**src/rtl/fsm_counter_gen_if.sv**
```systemverilog
// fsm_counter_gen_if: control inputs and status outputs of the counter generator.
interface fsm_counter_gen_if #(
  parameter int CNT_WIDTH  = 32,
  parameter int PASS_WIDTH = 8
);
  logic                  run;
  logic [CNT_WIDTH-1:0]  in_count;
  logic                  mode;
  logic                  pause;
  logic                  abort;
  logic                  busy;
  logic                  done;
  logic [CNT_WIDTH-1:0]  count_o;
  logic [PASS_WIDTH-1:0] pass_cnt;
  modport master (output run, in_count, mode, pause, abort, input busy, done, count_o, pass_cnt);
  modport slave  (input run, in_count, mode, pause, abort, output busy, done, count_o, pass_cnt);
endinterface

```
**src/rtl/fsm_counter_gen.sv**
```systemverilog
// fsm_counter_gen: one-shot / auto-reload terminal counter with pause, abort and pass counting.
module fsm_counter_gen #(
  parameter int CNT_WIDTH  = 32,
  parameter int PASS_WIDTH = 8
) (
  input logic               clk,
  input logic               rst,
  fsm_counter_gen_if.slave  bus
);
  localparam logic [1:0] IDLE = 2'd0;
  localparam logic [1:0] RUN  = 2'd1;
  localparam logic [1:0] DONE = 2'd2;
  localparam logic [CNT_WIDTH-1:0]  CNT_ONE  = 1;
  localparam logic [PASS_WIDTH-1:0] PASS_ONE = 1;
  logic [1:0]            state;
  logic [CNT_WIDTH-1:0]  n;
  logic [CNT_WIDTH-1:0]  count;
  logic [PASS_WIDTH-1:0] pass;
  logic                  mode_q;
  logic                  done_q;
  logic                  last;
  // n is never zero in RUN, so n-1 cannot underflow and the compare is full width
  assign last         = count == n - CNT_ONE;
  assign bus.busy     = state == RUN;
  assign bus.done     = done_q;
  assign bus.count_o  = count;
  assign bus.pass_cnt = pass;
  always_ff @(posedge clk) begin
    if (rst) begin
      state  <= IDLE;
      n      <= '0;
      count  <= '0;
      pass   <= '0;
      mode_q <= 1'b0;
      done_q <= 1'b0;
    end else begin
      done_q <= 1'b0;
      if (state == IDLE && bus.run) begin
        if (bus.in_count == '0) begin
          done_q <= 1'b1;
          pass   <= PASS_ONE;
        end else begin
          state  <= RUN;
          n      <= bus.in_count;
          mode_q <= bus.mode;
          count  <= '0;
          pass   <= '0;
        end
      end else if (state != RUN || bus.abort) begin
        state <= IDLE;
      end else if (!bus.pause) begin
        if (last) begin
          done_q <= 1'b1;
          pass   <= pass + PASS_ONE;
          state  <= mode_q ? RUN : DONE;
          count  <= mode_q ? '0 : count;
        end else begin
          count <= count + CNT_ONE;
        end
      end
    end
  end
endmodule

```
**src/flat_wrapper.sv**
```systemverilog
// flat-port wrapper written by rule: the top's interface ports become plain ports
module fsm_counter_gen_flat 
#(
  parameter int CNT_WIDTH  = 32,
  parameter int PASS_WIDTH = 8
)
  (clk, rst, bus_run, bus_in_count, bus_mode, bus_pause, bus_abort, bus_busy, bus_done, bus_count_o, bus_pass_cnt);
  fsm_counter_gen_if #(.CNT_WIDTH(CNT_WIDTH), .PASS_WIDTH(PASS_WIDTH)) bus_i ();
  input logic clk;
  input logic rst;
  input wire logic [$bits(bus_i.run)-1:0] bus_run;
  input wire logic [$bits(bus_i.in_count)-1:0] bus_in_count;
  input wire logic [$bits(bus_i.mode)-1:0] bus_mode;
  input wire logic [$bits(bus_i.pause)-1:0] bus_pause;
  input wire logic [$bits(bus_i.abort)-1:0] bus_abort;
  output wire logic [$bits(bus_i.busy)-1:0] bus_busy;
  output wire logic [$bits(bus_i.done)-1:0] bus_done;
  output wire logic [$bits(bus_i.count_o)-1:0] bus_count_o;
  output wire logic [$bits(bus_i.pass_cnt)-1:0] bus_pass_cnt;
  assign bus_i.run = bus_run;
  assign bus_i.in_count = bus_in_count;
  assign bus_i.mode = bus_mode;
  assign bus_i.pause = bus_pause;
  assign bus_i.abort = bus_abort;
  assign bus_busy = bus_i.busy;
  assign bus_done = bus_i.done;
  assign bus_count_o = bus_i.count_o;
  assign bus_pass_cnt = bus_i.pass_cnt;
  fsm_counter_gen #(.CNT_WIDTH(CNT_WIDTH), .PASS_WIDTH(PASS_WIDTH)) u_core (.clk(clk), .rst(rst), .bus(bus_i));
endmodule
```
**config.mk**
```make
export PLATFORM = sky130hd
export DESIGN_NAME = fsm_counter_gen_flat
export DESIGN_NICKNAME = d
export VERILOG_FILES = /design/src/rtl/fsm_counter_gen_if.sv /design/src/rtl/fsm_counter_gen.sv /design/src/flat_wrapper.sv
export SDC_FILE = /design/constraint.sdc
export NUM_CORES = 1
export LEC_CHECK = 0
export CAP_MARGIN = 20
export CELL_PAD_IN_SITES_DETAIL_PLACEMENT = 1
export CELL_PAD_IN_SITES_GLOBAL_PLACEMENT = 2
export CORE_MARGIN = 2
export CORE_UTILIZATION = 40
export CTS_BUF_LIST = sky130_fd_sc_hd__clkbuf_4 sky130_fd_sc_hd__clkbuf_8 sky130_fd_sc_hd__clkbuf_16
export DETAILED_ROUTE_END_ITERATION = 8
export DONT_BUFFER_PORTS = 1
export GPL_TIMING_DRIVEN = 1
export PLACE_DENSITY_LB_ADDON = 0.1
export SLEW_MARGIN = 40
export SYNTH_ARGS = -nofsm -noshare
export SYNTH_HDL_FRONTEND = slang
export SYNTH_SLANG_ARGS = --single-unit
```
**constraint.sdc**
```tcl
create_clock -name clk -period 8.3 [get_ports clk]
set_clock_uncertainty 0.05 [all_clocks]
set_input_delay 0.83 -clock clk [delete_from_list [all_inputs] [get_ports clk]]
set_output_delay 0.83 -clock clk [all_outputs]
set_load 0.005 [all_outputs]
```
==> results.py, run 1 <==
metrics = {
    "finish": {
        "drive_gt1_share_pct": 8.37,
        "final_cell_mix": "96 x nand2_1, 76 x dfxtp_1, 51 x a21oi_1",
        "layout_commonest_cell": "nand2_1",
        "final_net_count": 657,
        "fillers": 1462,
        "antenna_cells": 0,
        "syn2layout_area_growth_pct": 6.56,
    },
    "sta": {
        "layout_min_cycle_time_ns": 4.28,
        "rsz0062_at_grt": "false",
        "tightest_slew_ns": 0.775,
        "holdWs_ns": 0.437,
        "relSlewSlack_pct": 47.9,
        "slew_viol_final": 0,
        "fmax_ghz": 0.234,
        "period_share_pct": 51.6,
        "hold_viol": 0,
        "setup_viol": 0,
        "fin_setup_tns_ns": 0,
    },
    "grt": {
        "grt_use_total_pct": 25.5,
        "grt_overflow_total": 0,
        "antenna_found_initial": 0,
        "grt_max_degree": 71,
        "grt_pass1_wl_mm": 26.4,
        "grt_pass1_vias": 4963,
    },
    "floorplan": {
        "row_count": 40,
        "die_h_um": 115,
        "core-area_um2": 12000,
        "dieArea_um2": 13300,
        "io_pins": 80,
        "die_w_um": 115,
        "start_util_pct": 41.1,
    },
    "yosys": {
        "avgSynthCellArea_um2": 7.60,
        "yosysSeqAreaShare_pct": 30.8,
        "synth_edf_count": 0,
        "ys_types": 64,
        "yosys_warnings": 0,
        "synth_ff_type": "dfxtp_1",
        "synth-seq-cells": 76,
        "syn_nets": 691,
        "synth_cells": 650,
        "synthArstFlopShare_pct": 0,
        "syn-cell-area_um2": 4940,
    },
    "clock_network": {
        "numCtsBuffers": 9,
        "clkLatencyLatePin_ns": 0.35,
        "cts_root_buffer": "clkbuf_16",
        "postCtsHoldBufs": 0,
        "cts_resized": 0,
        "cts_tree": "built",
        "clockBufferDepth": 2,
        "clk_pin_slew_ns": 0.06,
        "cts_setup_buffers": 0,
        "cts.sinks": 76,
        "ctsHtreeMaxLevel": 3,
    },
    "routing": {
        "dr.pass1.iters": 4,
        "drt_iter0_markers": 279,
        "wl_met3_um": 690,
        "met2_length_mm": 7.75,
        "viasPerCell": 6.36,
        "wl_mm": 16.2,
        "m1WireLength_mm": 7.38,
        "vias": 4886,
        "drc": 0,
        "drt.antenna.violating_nets": 0,
        "wl_per_cell_um": 21.1,
        "routed.top_layer": "met4",
    },
    "power": {
        "irDropWorstVdd_v": 0.0000806,
        "power.density_nw_per_um2": 175,
        "fin_total_pwr_mw": 0.922,
        "p_leak_nw": 1.58,
    },
    "run_status": {
        "outcome": "completed",
    },
    "setup_path": {
        "end_kind": "register",
        "cp.arrival_ns": 4.51,
        "worstPathMaxFanout": 12,
        "cp-start-kind": "register",
        "critPathKind": "reg2reg",
        "crit_required_ns": 8.53,
    },
    "placed_design": {
        "place_congestion": 0.876,
        "portBuffers": 0,
        "dp_hpwl_mm": 12.0,
    },
    "run": {
        "cap_violations": 0,
    },
    "worst_hold_path": {
        "min_path_type": "reg2reg",
    },
}
==> critical path: stages (launching register included) <==
cell and delay, ns:
dfxtp_1 0.39, or4_4 0.65, nor3_1 0.67, nand4_1 0.23
a221oi_1 0.32, nand4_1 0.20, nor3b_1 0.49, nand3_1 0.44
or4_1 0.61, a21oi_1 0.15
==> Yosys cell counts (all sizes together), types with 15 or more instances <==
cell / n / area share (%)
nand2: 96 / 7.3
dfxtp: 76 / 31
a21oi: 51 / 5.2
clkbuf: 39 / 3.0
nand3: 34 / 3.4
nor2: 29 / 2.2
or4: 29 / 4.6
a211oi: 25 / 3.9
nor3: 25 / 2.6
xnor2: 25 / 4.4
nor4: 22 / 2.8
o21ai: 20 / 2.1
or3: 20 / 2.5
nand4: 16 / 2.0
xor2: 16 / 2.8
o31ai: 15 / 2.3
==> worst paths after layout <==
| path | start | endpoint | slack, ns | cells past startpoint |
|---|---|---|---|---|
| setup / recovery | u_core.n[4] | u_core.bus.pass_cnt[5] | 4.02 | 9 |
| hold / removal | u_core.n[12] | u_core.n[12] | 0.44 | 2 |
| setup reg to reg | u_core.n[4] | u_core.bus.pass_cnt[5] | 4.02 | 9 |
| hold reg to reg | u_core.n[12] | u_core.n[12] | 0.44 | 2 |
==> kinds of logic (layout without fill, tap and decap cells) <==
| family | after synthesis | in the layout | synth area share, % |
|---|---|---|---|
| AO/OA/AOI/OAI | 152 | 152 | 21.0 |
| XOR/XNOR | 41 | 41 | 7.27 |
| adder cells (fa/ha/maj) | 3 | 3 | 0.760 |
| buffers and inverters | 61 | 32 | 5.17 |
| flip-flops | 76 | 76 | 30.8 |
| multiplexers | 5 | 5 | 1.24 |
| AND/OR/NAND/NOR | 312 | 312 | 33.8 |
==> where the power goes <==
part	switching (mW)	internal [mW]
clock	0.157	0.225
combinational	0.0914	0.0534
sequential	0.0195	0.376
total	0.268	0.654
==> metrics by stage <==
stage | worst slack [ns] | instance area, µm² | utilization (%) | instances
2_1_floorplan | 4.71 | 4940 | - | 650
3_3_place_gp | 3.97 | 4960 | 41.3 | 751
3_5_place_dp | 4.05 | 4970 | 41.4 | 752
4_1_cts | 4.04 | 5260 | 43.8 | 768
5_1_grt | 3.72 | 5260 | 43.8 | 768
6_report | 4.02 | 5260 | 43.8 | 768
==> state kept, by name (all words and copies together), names as in the netlist <==
signal               flops
u_core.bus.count_o      32
u_core.n                32
u_core.bus.pass_cnt      8
u_core.state             2
u_core.bus.done          1
u_core.mode_q            1
==> per-layer routing <==
layer  global-route usage, %  vias up
met5                       0        -
met4                    8.59        0
met3                    4.85       29
met2                    42.7       95
met1                    32.9     2405
li1                        -     2357
==> final cells by class <==
class / instances / area [µm²] / area share [%]
Timing Repair Buffer: 5 / 41.3 / 0.784
Sequential cell: 76 / 1520 / 28.9
Tap cell: 147 / 184 / 3.49
Clock inverter: 4 / 22.5 / 0.428
Multi-Input combinational cell: 513 / 3190 / 60.5
Inverter: 11 / 41.3 / 0.784
Clock buffer: 12 / 267 / 5.06
Note: power is estimated with default switching activity, not from simulation.
==> run 2: changes to the inputs <==
- CORE_UTILIZATION: 40 -> 37
- clock period: 8.3 -> 4 ns (I/O delays scaled with it)
==> results.py, run 2 (synthesized netlist as in run 1, its figures left out) <==
metrics = {
    "routing": {
        "vias": 4972,
        "drt_iter0_markers": 227,
        "wl_per_cell_um": 20.2,
        "drt.antenna.violating_nets": 0,
        "drc": 0,
        "wl_mm": 16.5,
        "viasPerCell": 6.08,
        "dr.pass1.iters": 5,
    },
    "clock_network": {
        "clkLatencyLatePin_ns": 0.35,
        "postCtsHoldBufs": 0,
        "cts.sinks": 76,
        "clk_pin_slew_ns": 0.06,
        "ctsHtreeMaxLevel": 3,
        "numCtsBuffers": 9,
        "clockBufferDepth": 2,
        "cts_tree": "built",
        "cts_setup_buffers": 0,
        "cts_root_buffer": "clkbuf_16",
    },
    "finish": {
        "antenna_cells": 0,
        "layout_commonest_cell": "nand2_1",
        "syn2layout_area_growth_pct": 12.5,
        "final_net_count": 678,
        "final_cell_mix": "96 x nand2_1, 76 x dfxtp_1, 51 x a21oi_1",
        "drive_gt1_share_pct": 12.0,
    },
    "power": {
        "power.density_nw_per_um2": 381,
        "p_int_mw": 1.54,
        "fin_total_pwr_mw": 2.11,
        "p_comb_share_pct": 15.8,
        "power_frac_clock_pct": 45.7,
        "switching_share_pct": 27.1,
        "switchingPower_mw": 0.572,
        "irDropWorstVdd_v": 0.000270,
        "p_leak_nw": 1.72,
        "p_seq_share_pct": 38.5,
    },
    "sta": {
        "slew_viol_final": 0,
        "setup_viol": 0,
        "layout_min_cycle_time_ns": 3.80,
        "relSlewSlack_pct": 61.1,
        "holdWs_ns": 0.0732,
        "tightest_slew_ns": 0.581,
        "hold_viol": 0,
        "period_share_pct": 94.9,
        "rsz0062_at_grt": "false",
        "fin_ws_ns": 0.203,
        "fin_setup_tns_ns": 0,
        "fmax_ghz": 0.263,
    },
    "setup_path": {
        "path_cells": "or4_1 -> or3_1 -> buf_4 -> or4_1 -> a21oi_1 -> a211o_1 -> or4_4 -> o21ai_2 -> buf_4 -> or4b_2 -> a311oi_1",
        "cp_slowest_stage_delay_ns": 0.61,
        "cp-start-kind": "register",
        "cp.arrival_ns": 4.01,
        "ff2ff_path_depth": 11,
        "worstPathMaxFanout": 16,
        "slowest_stage": "or4b_2",
        "end_kind": "register",
        "critPathKind": "reg2reg",
        "crit_required_ns": 4.21,
    },
    "floorplan": {
        "start_util_pct": 37.6,
        "core-area_um2": 13100,
        "dieArea_um2": 14300,
        "die_h_um": 120,
        "io_pins": 80,
        "row_count": 42,
        "die_w_um": 120,
    },
    "grt": {
        "grt_overflow_total": 0,
        "grt_use_total_pct": 23.9,
        "grt_pass1_wl_mm": 27.0,
        "grt_pass1_vias": 4966,
        "antenna_found_initial": 0,
        "grt_max_degree": 71,
    },
    "placed_design": {
        "place_congestion": 0.854,
        "portBuffers": 0,
        "dp_hpwl_mm": 12.4,
        "pre_cts_ws_ns": 0.165,
    },
    "worst_hold_path": {
        "min_path_type": "in2reg",
        "worstHoldPathCells": 1,
    },
    "run_status": {
        "outcome": "completed",
    },
    "run": {
        "cap_violations": 0,
    },
}
## run 2: timing repair
item / in CTS / in global routing
setup endpoints to repair: 0 / 22
gates resized for setup: 0 / 5
hold endpoints to repair: 0 / 0
## run 2: power groups by stage
stage	clock network (mW)	registers, mW	logic (mW)
after floorplan	0	0.814	0.249
after global placement	0	0.831	0.320
after detailed placement	0	0.831	0.326
after CTS	0.988	0.815	0.328
after global routing	1.02	0.818	0.371
final	0.966	0.815	0.334
## run 2: final cells by class
| class | count | area, µm² |
|---|---|---|
| clock buffers | 10 | 239 |
| inverters | 11 | 41.3 |
| flip-flops and latches | 76 | 1520 |
| multi-input cells | 513 | 3200 |
| clock inverters | 6 | 111 |
| fillers | 1602 | 7580 |
| repair buffers | 26 | 220 |
| well taps | 176 | 220 |
## run 2: final timing paths
check                           end   startpoint  slack (ns)
max reg2reg  u_core.bus.count_o[10]  u_core.n[9]        0.20
min reg2reg             u_core.n[2]  u_core.n[2]        0.44
max          u_core.bus.count_o[10]  u_core.n[9]        0.20
min          u_core.bus.count_o[13]          rst        0.07
## run 2: metal layers
| layer | GRT usage [%] | wire length (µm) | vias up |
|---|---|---|---|
| li1 | - | - | 2409 |
| met1 | 31.2 | 7540 | 2447 |
| met2 | 40.2 | 7970 | 101 |
| met3 | 4.90 | 748 | 15 |
| met4 | 6.40 | 245 | 0 |
| met5 | 0 | 0 | - |
## run 2: worst max-delay path, delay by kind of cell, from the launching register on
family,cells,cell delay [ns]
flops,1,0.38
compound gates,4,0.66
simple gates,5,2.22
buf+inv,2,0.39
## run 2: per-stage QoR
stage               std cells  utilization (%)  area (µm²)
floorplan                 650                -        4940
global placement          802             39.5        5190
detailed placement        802             39.5        5190
CTS                       818             42.2        5540
global route              818             42.3        5560
finish                    818             42.3        5560
